<file path="src/rtl/if_id_pipe_reg.sv">
// IF/ID pipeline register: registers the fetch PC and presents IMEM read data to decode.
// Latency: pc_if -> pc_id 1 cycle; instr_if -> instr_id combinational (IMEM read aligns it).
// Backpressure: stall holds pc_id and replays the held instruction; redirect overrides stall.
//
// Optional build macro: IF_ID_PERF_CNT_EN enables the stall_cycles / squash_slots counters.
// When it is undefined both counter ports read 0 and no counter flops exist.
//
// Ports:
//   clk, rst            core clock, synchronous active-high reset
//   pc_if, instr_if     PC issued to IMEM, IMEM data belonging to pc_id
//   stall, redirect     decode hold request, control-flow squash request
//   pc_id, instr_id     decode-stage PC and instruction
//   valid_id            decode slot holds a real (non-bubble) instruction
//   stall_cycles        count of cycles stalled without a redirect
//   squash_slots        count of cycles whose instruction was forced to a bubble
module if_id_pipe_reg #(
  parameter int              XLEN        = 32,
  parameter int              ILEN        = 32,
  parameter logic [ILEN-1:0] NOP_INSTR   = 32'h0000_0013,
  parameter int              FLUSH_DEPTH = 2
) (
  input  logic            clk,
  input  logic            rst,
  input  logic [XLEN-1:0] pc_if,
  input  logic [ILEN-1:0] instr_if,
  input  logic            stall,
  input  logic            redirect,
  output logic [XLEN-1:0] pc_id,
  output logic [ILEN-1:0] instr_id,
  output logic            valid_id,
  output logic [31:0]     stall_cycles,
  output logic [31:0]     squash_slots
);

  localparam int SQW = $clog2(FLUSH_DEPTH + 1);
  localparam logic [SQW-1:0] SQ_RELOAD = SQW'(FLUSH_DEPTH - 1);

  logic [XLEN-1:0] pc_q;
  logic [ILEN-1:0] hold_q;
  logic            replay_q;
  logic [SQW-1:0]  sq_cnt;
  logic            valid_q;

  logic            squash;
  logic            advance;

  // A slot advances only when decode accepts it and no redirect overrides it.
  assign advance = ~stall & ~redirect;
  assign squash  = redirect | (sq_cnt != '0);

  always_comb begin
    instr_id = instr_if;
    if (squash) begin
      instr_id = NOP_INSTR;
    end else if (replay_q) begin
      // IMEM data has moved on during the stall; present the captured copy.
      instr_id = hold_q;
    end
  end

  assign pc_id    = pc_q;
  assign valid_id = valid_q & ~squash;

  always_ff @(posedge clk) begin
    if (rst) begin
      pc_q     <= '0;
      hold_q   <= NOP_INSTR;
      replay_q <= 1'b0;
      sq_cnt   <= '0;
      valid_q  <= 1'b0;
    end else begin
      hold_q   <= instr_id;
      replay_q <= stall & ~redirect;

      if (~stall | redirect) begin
        pc_q <= pc_if;
      end

      // A new redirect restarts the squash window even mid-squash; the
      // window is counted in slots that actually advance, so it freezes on stall.
      if (redirect) begin
        sq_cnt <= SQ_RELOAD;
      end else if (~stall && (sq_cnt != '0)) begin
        sq_cnt <= sq_cnt - SQW'(1);
      end

      if (advance) begin
        valid_q <= 1'b1;
      end
    end
  end

`ifdef IF_ID_PERF_CNT_EN
  logic [31:0] stall_cnt_q;
  logic [31:0] squash_cnt_q;

  always_ff @(posedge clk) begin
    if (rst) begin
      stall_cnt_q  <= '0;
      squash_cnt_q <= '0;
    end else begin
      if (stall && !redirect && (stall_cnt_q != 32'hFFFF_FFFF)) begin
        stall_cnt_q <= stall_cnt_q + 32'd1;
      end
      if (squash && (squash_cnt_q != 32'hFFFF_FFFF)) begin
        squash_cnt_q <= squash_cnt_q + 32'd1;
      end
    end
  end

  assign stall_cycles = stall_cnt_q;
  assign squash_slots = squash_cnt_q;
`else
  assign stall_cycles = 32'd0;
  assign squash_slots = 32'd0;
`endif

endmodule

</file>
<file path="config.mk">
export PLATFORM = sky130hd
export DESIGN_NAME = if_id_pipe_reg
export DESIGN_NICKNAME = d
export VERILOG_FILES = /design/src/rtl/if_id_pipe_reg.sv
export SDC_FILE = /design/constraint.sdc
export NUM_CORES = 1
export LEC_CHECK = 0
export BUFFER_PORTS_ARGS = -buffer_cell sky130_fd_sc_hd__buf_2
export CAP_MARGIN = 5
export CELL_PAD_IN_SITES_DETAIL_PLACEMENT = 0
export CELL_PAD_IN_SITES_GLOBAL_PLACEMENT = 1
export CORE_ASPECT_RATIO = 0.7
export CORE_UTILIZATION = 26
export DETAILED_ROUTE_END_ITERATION = 16
export PLACE_DENSITY = 0.85
export RECOVER_POWER = 50
export SETUP_SLACK_MARGIN = 0.15
export SLEW_MARGIN = 20
export SYNTH_ARGS = -nofsm -noshare
export SYNTH_HDL_FRONTEND = slang
export SYNTH_SLANG_ARGS = --single-unit
</file>
<file path="constraint.sdc">
create_clock -name clk -period 1.24 [get_ports clk]
set_input_delay 0.062 -clock clk [delete_from_list [all_inputs] [get_ports clk]]
set_output_delay 0.062 -clock clk [all_outputs]
set_load 0.02 [all_outputs]
</file>
Yosys cells after proc, flatten, opt, wreduce, memory -nomap -nowiden
Cells that the tools add are included.

$add $sub $neg: 1. Multiply operators: 0. Div/mod/pow operators: 0. Magnitude comparators: 0. Eq/ne operators: 0. Shift operators: 0. Muxes and demuxes: 4. Bitwise operators: 8. Reduce and logical (&&, ||, !) cells: 4.

Operators with widths (number): $mux 32 (2); $reduce_bool 2->1 (2); $and 1x1->1 (3); $not 1->1 (3); $mux 1 (2); $or 1x1->1 (2); $reduce_or 2->1 (1); $sub 2x1->2 const B (1); $logic_and 1x1->1 (1).

Register bits after elaboration: 68. Bits in latches: 0. RAM bits: 0. ROM bits: 0. Output and inout bits: 129. Logic and storage cells: 23. Memories: 0.

Depth between registers and ports, before layout
Gate-level depths: netlist of run 1.

Word-level depth: 4. Mapped depth: 7.

Worst setup path after synthesis of run 1
No wires, ideal clock.

Path type: reg2reg. Start: register sq_cnt[0]. End: register hold_q[21]. Library setup time: 119 ps. Data arrival time: 1118 ps. Setup slack: 3 ps. Stages on the path, launching flop included: 8. Buffers on the path: 2. Path through: dfxtp_1 -> inv_1 -> ha_1 -> and2b_4 -> nand2b_2 -> buf_6 -> buf_6 -> nor2_2.

Cells in the longest elaborated chain, start to end: 3.

Ends and longest elaborated chain: from (decl) (line 41) `logic [SQW-1:0] sq_cnt;`; from (signal assigned) (line 84) `sq_cnt <= sq_cnt - SQW'(1);`; $reduce_bool 2->1 (line 49) `assign squash = redirect | (sq_cnt != '0);`; $or 1x1->1 (line 49); $mux 32 (line 53) `if (squash) begin`; to (signal assigned) (line 72) `hold_q <= instr_id;`; to (decl) (line 39) `logic [ILEN-1:0] hold_q;`.

Every way passes these cells. A chain may end at the register's enable or synchronous reset.

Final worst setup path of run 1
Start: register sq_cnt[1]. End: output port instr_id[21].

Cells in the longest elaborated chain, start to end: 3.

Ends and longest elaborated chain: $reduce_bool 2->1 (line 49); $or 1x1->1 (line 49); $mux 32 (line 53); to (decl) (line 29) `output logic [ILEN-1:0] instr_id,`.

Every way passes these cells.

==> results of run 1 <==
## worst min-delay path by stage
stage                start  slack [ns]         to  cells after the start
2_1_floorplan     redirect        0.14  sq_cnt[1]                      1
3_3_place_gp   instr_if[1]        0.30  hold_q[1]                      3
3_5_place_dp   instr_if[0]        0.30  hold_q[0]                      3
4_1_cts        instr_if[1]       -0.04  hold_q[1]                      3
5_1_grt        instr_if[1]       -0.03  hold_q[1]                      3
6_report       instr_if[1]       -0.02  hold_q[1]                      3
## stage by stage
step           setup slack, ns  cell area (um^2)
2_1_floorplan           0.0858              3470
3_3_place_gp            0.0369              3850
3_5_place_dp           -0.0525              3850
4_1_cts                 -0.272              5000
5_1_grt                 -0.352              5420
6_report                -0.284              5420
## logic make-up (layout without fill, tap and decap cells)
logic type	after synthesis	count (layout)	share of synthesized area [%]
AO/OA/AOI/OAI	34	34	5.65
multiplexers	32	32	10.4
XOR/XNOR	1	1	0.284
adder cells (fa/ha/maj)	1	1	0.406
other	1	64	0.122
buffers and inverters	89	212	20.2
AND/OR/NAND/NOR	141	141	18.7
flip-flops	68	68	44.2
## routing by layer
layer / share of wire [%] / global-route usage [%]
met1: 42 / 16.3
met3: 4.5 / 4.44
met4: 1.6 / 6.10
met2: 52 / 24.3
met5: 0 / 0
## power by group through the flow
stage	Combinational (W)	Sequential (W)	Clock, W
6_report	0.00155	0.00236	0.00297
5_1_grt	0.00166	0.00237	0.00320
4_1_cts	0.00134	0.00236	0.00307
3_5_place_dp	0.00107	0.00239	0
3_3_place_gp	0.00105	0.00239	0
2_1_floorplan	0.000812	0.00247	0
## final cells by class
class | count | area (um^2) | area share, %
multi-input cells | 273 | 1940 | 35.8
repair buffers | 193 | 1560 | 28.8
flip-flops and latches | 68 | 1370 | 25.2
clock buffers | 10 | 239 | 4.41
well taps | 153 | 191 | 3.53
clock inverters | 6 | 111 | 2.05
inverters | 3 | 11.3 | 0.208
## sequential cells by signal, summed over array words and instances, names as in the netlist
| register | flops |
|---|---|
| valid_q | 1 |
| replay_q | 1 |
| sq_cnt | 2 |
| pc_id | 32 |
| hold_q | 32 |
## repair_timing
item | CTS | global route
endpoints found under the setup margin | 66 | 67
pin swaps | 1 | 2
gates resized for setup | 71 | 79
cloned | 4 | 3
setup buffers | 7 | 4
hold endpoints to repair | 35 | 2
## critical path: stages (launching register included)
cell      delay (ns)
dfxtp_2         0.32
inv_2           0.06
ha_4            0.16
nand2b_4        0.12
buf_12          0.19
nor2_2          0.12
buf_4           0.15
## cell usage after synthesis (all sizes together)
cell      n
dfxtp    68
and2b     1
a21oi    33
a2111oi   1
xnor2     1
nor2b     1
nand2b    3
nand2    70
clkbuf    3
ha        1
buf      83
inv       3
mux2i    32
and2      1
nor2     65
conb      1
==> PnR_summary.wiki, run 1 <==
{| class="wikitable"
! Metric !! Value
|-
| Initial antenna violation count || 0
|-
| R2r endpoint || hold_q[31]
|-
| Maximum fanout along the worst path || 12
|-
| Total clock sinks || 68
|-
| Final Worst Setup Slack || -0.284 ns
|-
| Sequential area share after synthesis || 44.2%
|-
| Commonest cells after routing, fill and taps aside || buf_2, nand2_1, dfxtp_1, conb_1
|-
| R2R Setup Slk || -0.19 ns
|-
| Share of the core filled with cells || 48.2%
|-
| Global route overflow || 0
|-
| Most common cell after layout, fill and taps aside || buf_2
|-
| Endpoints failing setup || 62
|-
| Synth top area share || 44.2%
|-
| Worst slew slack as a fraction of its limit || 56.9%
|-
| Critical path launch point type || register
|-
| Starting density of the core || 27.4%
|-
| Synth-to-layout area growth || 76.1%
|-
| Endpoints failing hold || 1
|-
| DRC violation total after the first TritonRoute iteration || 68
|-
| Post-synthesis average cell area || 8.39 um^2
|-
| Sw frac || 27.4%
|-
| Post-route ant nets || 0
|-
| Die extent in x || 132 um
|-
| ANT cells || 0
|-
| Accumulated negative setup slack || -11.78 ns
|-
| Via density per instance || 4.00
|-
| Fraction of final layout cells sized beyond drive strength 1 || 49.0%
|-
| Global-route wire length before repair || 13.4 mm
|-
| Worst EP arrival || 1.46 ns
|-
| Outcome || finished, violations left
|-
| Number of inserted filler cells in the final layout || 1048
|-
| CTS tree || yes
|-
| Depth of the worst register-to-register path || 9
|-
| Biggest area contributors in the synthesized netlist || dfxtp_1, buf_4, mux2i_1
|-
| Max-slew violations || 0
|-
| Maximum VDD drop || 0.000715 V
|-
| Detailed Route WL || 9.08 mm
|-
| Power density of the placed cells || 1270 mW/mm^2
|-
| Number of buffers created by CTS || 9
|-
| Class of the tightest hold or removal check || primary input to register
|-
| Skew-Pair Late Insertion Delay || 0.33 ns
|-
| Warnings from Yosys || 0
|-
| Slew at the pin closest to its max-slew limit || 0.646 ns
|-
| Maximum frequency from static timing analysis || 656 MHz
|-
| Placed wire-length estimate || 5.41 mm
|-
| Gp weighted congestion || 0.761
|-
| Post-synth cell types || 21
|-
| Clock-pin slew of the registers on the worst-case setup and hold paths || 0.06 ns
|-
| P_int || 0.00500 W
|-
| Sequential group share of total power || 34.3%
|-
| Final hold slack || -0.0199 ns
|-
| Startpoint-to-endpoint class of the critical path || register to primary output
|-
| Launching instance or port of the critical path || sq_cnt[1]
|-
| Critical path capture point type || primary output
|-
| Power share of the clock group || 43.2%
|-
| Part of the cycle the worst path needs || 123%
|-
| Number of DRC violations after detailed routing || 0
|-
| Global router's overall resource usage || 14.1%
|-
| CTS Root Cell || clkbuf_16
|-
| # port buffers || 132
|-
| Count of TritonRoute iterations in the first routing pass || 4
|-
| Reg-to-reg startpoint || sq_cnt[1]
|-
| Period minus WS final || 1.52 ns
|-
| Net Switching || 0.00188 W
|-
| Endpoint required time on the critical path || 1.18 ns
|-
| End point of the critical path || instr_id[21]
|-
| Die Y-Extent || 93.1 um
|-
| LEAKAGE || 2.39 nW
|-
| Register bit total from synthesis || 68
|-
| Proportion of power drawn by combinational gates || 22.5%
|-
| # rows || 32
|-
| Cell type with the highest aggregate area in the netlist || dfxtp_1
|-
| # IOs || 197
|-
| Count of vias placed by the detailed router || 2821
|-
| Hold_buf cts || 33
|-
| Failing checks || hold timing, setup timing
|-
| Via count of the first global-routing pass || 2831
|-
| Largest buffer count on any clock path || 2
|-
| # nets final || 617
|-
| Max-cap violations || 0
|-
| Core outline area || 0.0113 mm^2
|-
| Post-DR wirelength/cell || 12.9 um
|-
| Maximum number of pins on one net before global-route repair || 33
|-
| Power, Total || 0.00688 W
|-
| Total die area || 0.0123 mm^2
|-
| Non-filler instance count after layout || 706
|-
| Clock skew after layout || 0.00306 ns
|-
| CTS H-Tree Depth || 3
|-
| Placed insts || 639
|-
| Post-synthesis instance total || 367
|-
| Unrepaired setup endpoints after global routing || yes
|-
| Post-Synthesis Cell Area || 0.00308 mm^2
|}
No activity file was read; power rests on OpenSTA's default activity.
==> run 2, diff against run 1 <==
--- a/config.mk
+++ b/config.mk
@@ -10,9 +10,10 @@
 export CELL_PAD_IN_SITES_DETAIL_PLACEMENT = 0
 export CELL_PAD_IN_SITES_GLOBAL_PLACEMENT = 1
 export CORE_ASPECT_RATIO = 0.7
-export CORE_UTILIZATION = 26
+export CORE_UTILIZATION = 31
 export DETAILED_ROUTE_END_ITERATION = 16
-export PLACE_DENSITY = 0.85
+export GPL_TIMING_DRIVEN = 0
+export PLACE_DENSITY = 0.94
 export RECOVER_POWER = 50
 export SETUP_SLACK_MARGIN = 0.15
 export SLEW_MARGIN = 20
==> constraint.sdc (replaced) <==
create_clock -name clk -period 2 [get_ports clk]
set_input_delay 0.1 -clock clk [delete_from_list [all_inputs] [get_ports clk]]
set_output_delay 0.1 -clock clk [all_outputs]
set_load 0.02 [all_outputs]
==> run 2 against run 1 <==
Net effect: the flow now finishes without violations; global-route usage increased by 0.75 points; routed wire length decreased by 17%; worst setup slack better by 0.61 ns; die area fell by 16%; cell count increased by 0.28%; clock skew is essentially flat; combinational power down 55%; sequential share of layout area grew 5.4 points; highest routed layer unchanged.
==> PnR_summary.wiki, run 2 (synthesis gave the netlist of run 1 again) <==
{| class="wikitable"
! Metric !! Value
|-
| Maximum VDD drop || 0.000412 V
|-
| Sequential group share of total power || 37.0%
|-
| DRC violation total after the first TritonRoute iteration || 56
|-
| Power, Total || 0.00393 W
|-
| Metal3 WL || 440 um
|-
| Class of the tightest hold or removal check || primary input to register
|-
| Clock skew after layout || 0.00285 ns
|-
| Period minus WS final || 1.67 ns
|-
| Share of the core filled with cells || 46.0%
|-
| Worst hold stages || 3
|-
| Fraction of final layout cells sized beyond drive strength 1 || 35.5%
|-
| Worst EP arrival || 1.57 ns
|-
| Startpoint-to-endpoint class of the critical path || register to primary output
|-
| Unrepaired setup endpoints after global routing || no
|-
| Endpoint, Worst Hold || pc_id[23]
|-
| Global-route wire length before repair || 12.0 mm
|-
| Net Switching || 0.00103 W
|-
| ANT cells || 0
|-
| R2R Setup Slk || 0.59 ns
|-
| Placed wire-length estimate || 5.93 mm
|-
| Endpoints failing setup || 0
|-
| Maximum number of pins on one net before global-route repair || 13
|-
| Most common cell after layout, fill and taps aside || buf_2
|-
| Die Y-Extent || 85.4 um
|-
| Proportion of power drawn by combinational gates || 17.6%
|-
| Gp weighted congestion || 0.689
|-
| Via count of the first global-routing pass || 2564
|-
| # port buffers || 132
|-
| Count of vias placed by the detailed router || 2725
|-
| Sw frac || 26.1%
|-
| Stage delay of the slowest cell on the critical path || 0.34 ns
|-
| LEAKAGE || 2.24 nW
|-
| CTS tree || yes
|-
| Maximum frequency from static timing analysis || 598 MHz
|-
| Number of DRC violations after detailed routing || 0
|-
| Maximum fanout along the worst path || 10
|-
| Max-cap violations || 0
|-
| Source of the worst hold timing path || pc_if[23]
|-
| Power share of the clock group || 45.4%
|-
| Die extent in x || 121 um
|-
| Power density of the placed cells || 883 mW/mm^2
|-
| Critical path launch point type || register
|-
| # rows || 30
|-
| # nets final || 644
|-
| P_int || 0.00290 W
|-
| Initial antenna violation count || 0
|-
| Global route overflow || 0
|-
| Total die area || 0.0103 mm^2
|-
| Starting density of the core || 31.8%
|-
| Critical path's slowest cell || dfxtp_1
|-
| Outcome || finished, final reports clean
|-
| Skew-Pair Late Insertion Delay || 0.32 ns
|-
| Post-route ant nets || 0
|-
| Part of the cycle the worst path needs || 83.7%
|-
| Synth-to-layout area growth || 44.6%
|-
| CTS Root Cell || clkbuf_16
|-
| Max-slew violations || 0
|-
| Core outline area || 0.00968 mm^2
|-
| Clock-pin slew of the registers on the worst-case setup and hold paths || 0.06 ns
|-
| R2r endpoint || sq_cnt[1]
|-
| Commonest cells after routing, fill and taps aside || buf_2, buf_4, nand2_1, dfxtp_1, conb_1
|-
| Number of buffers created by CTS || 9
|-
| Reg-to-reg startpoint || sq_cnt[0]
|-
| Via density per instance || 3.85
|-
| Depth of the worst register-to-register path || 5
|-
| Detailed Route WL || 7.52 mm
|-
| Accumulated negative setup slack || 0 ns
|-
| Endpoints failing hold || 0
|-
| Critical path capture point type || primary output
|-
| # IOs || 197
|-
| Largest buffer count on any clock path || 2
|-
| Routed met1 length || 3.32 mm
|-
| Ordered cell list for the critical path || inv_1 > ha_1 > nand2b_1 > clkbuf_2 > nor2_1 > buf_2
|-
| CTS H-Tree Depth || 3
|-
| Endpoint required time on the critical path || 1.90 ns
|-
| Total clock sinks || 68
|-
| Post-DR wirelength/cell || 10.6 um
|-
| Global router's overall resource usage || 14.9%
|-
| Met2 Routed Length || 3.69 mm
|-
| Uppermost layer routed || met4
|-
| Count of TritonRoute iterations in the first routing pass || 4
|}
run 2: worst max-delay path by stage:
stage / slack [ns] / from / endpoint / cells past startpoint
after floorplan: 0.76 / sq_cnt[0] / hold_q[21] / 7
after global placement: 0.49 / sq_cnt[0] / instr_id[14] / 6
after detailed placement: 0.45 / sq_cnt[0] / instr_id[14] / 6
after CTS: 0.30 / sq_cnt[0] / instr_id[14] / 6
after global routing: 0.17 / sq_cnt[0] / instr_id[14] / 6
final: 0.33 / sq_cnt[0] / instr_id[14] / 6
run 2: power by group through the flow:
stage	Sequential, W	Clock [W]	Combinational, W
after floorplan	0.00153	0	0.000458
after global placement	0.00148	0	0.000689
after detailed placement	0.00148	0	0.000700
after CTS	0.00145	0.00184	0.000707
after global routing	0.00146	0.00190	0.000762
final	0.00145	0.00178	0.000694
run 2: critical path, delay by kind of cell, from the launching register on:
family	cells	cell delay [ns]
adder cells (fa/ha/maj)	1	0.22
buffers and inverters	3	0.48
flip-flops	1	0.34
AND/OR/NAND/NOR	2	0.21
run 2: through the flow:
step           hold slack, ns  instance area [um^2]  setup slack, ns  std cells
2_1_floorplan           0.190                  3320            0.763        430
4_1_cts               0.00142                  4500            0.296        708
5_1_grt               0.00670                  4450            0.174        708
3_5_place_dp            0.339                  4140            0.449        690
3_3_place_gp            0.335                  4140            0.491        690
6_report               0.0175                  4450            0.327        708
run 2: timing repair:
item                                   CTS  global route
hold buffers                             2             0
setup endpoints to repair               15             0
endpoints found under the hold margin    2             0
gates resized for setup                  2             0
setup buffers                            0             0
run 2: per-layer routing:
layer  global-route usage, %  vias to the layer above
met5                       0                        -
li1                        -                     1442
met2                    26.6                       90
met1                    17.0                     1183
met3                    4.57                       10
met4                    4.38                        0
run 2: final cells by class:
class	instances	area, um^2
clock buffer	9	225
sequential	68	1360
fill	994	5230
buffer	86	611
timing repair buffer	134	638
tap	128	160
multi-input combinational	273	1330
clock inverter	7	115
inverter	3	11.3
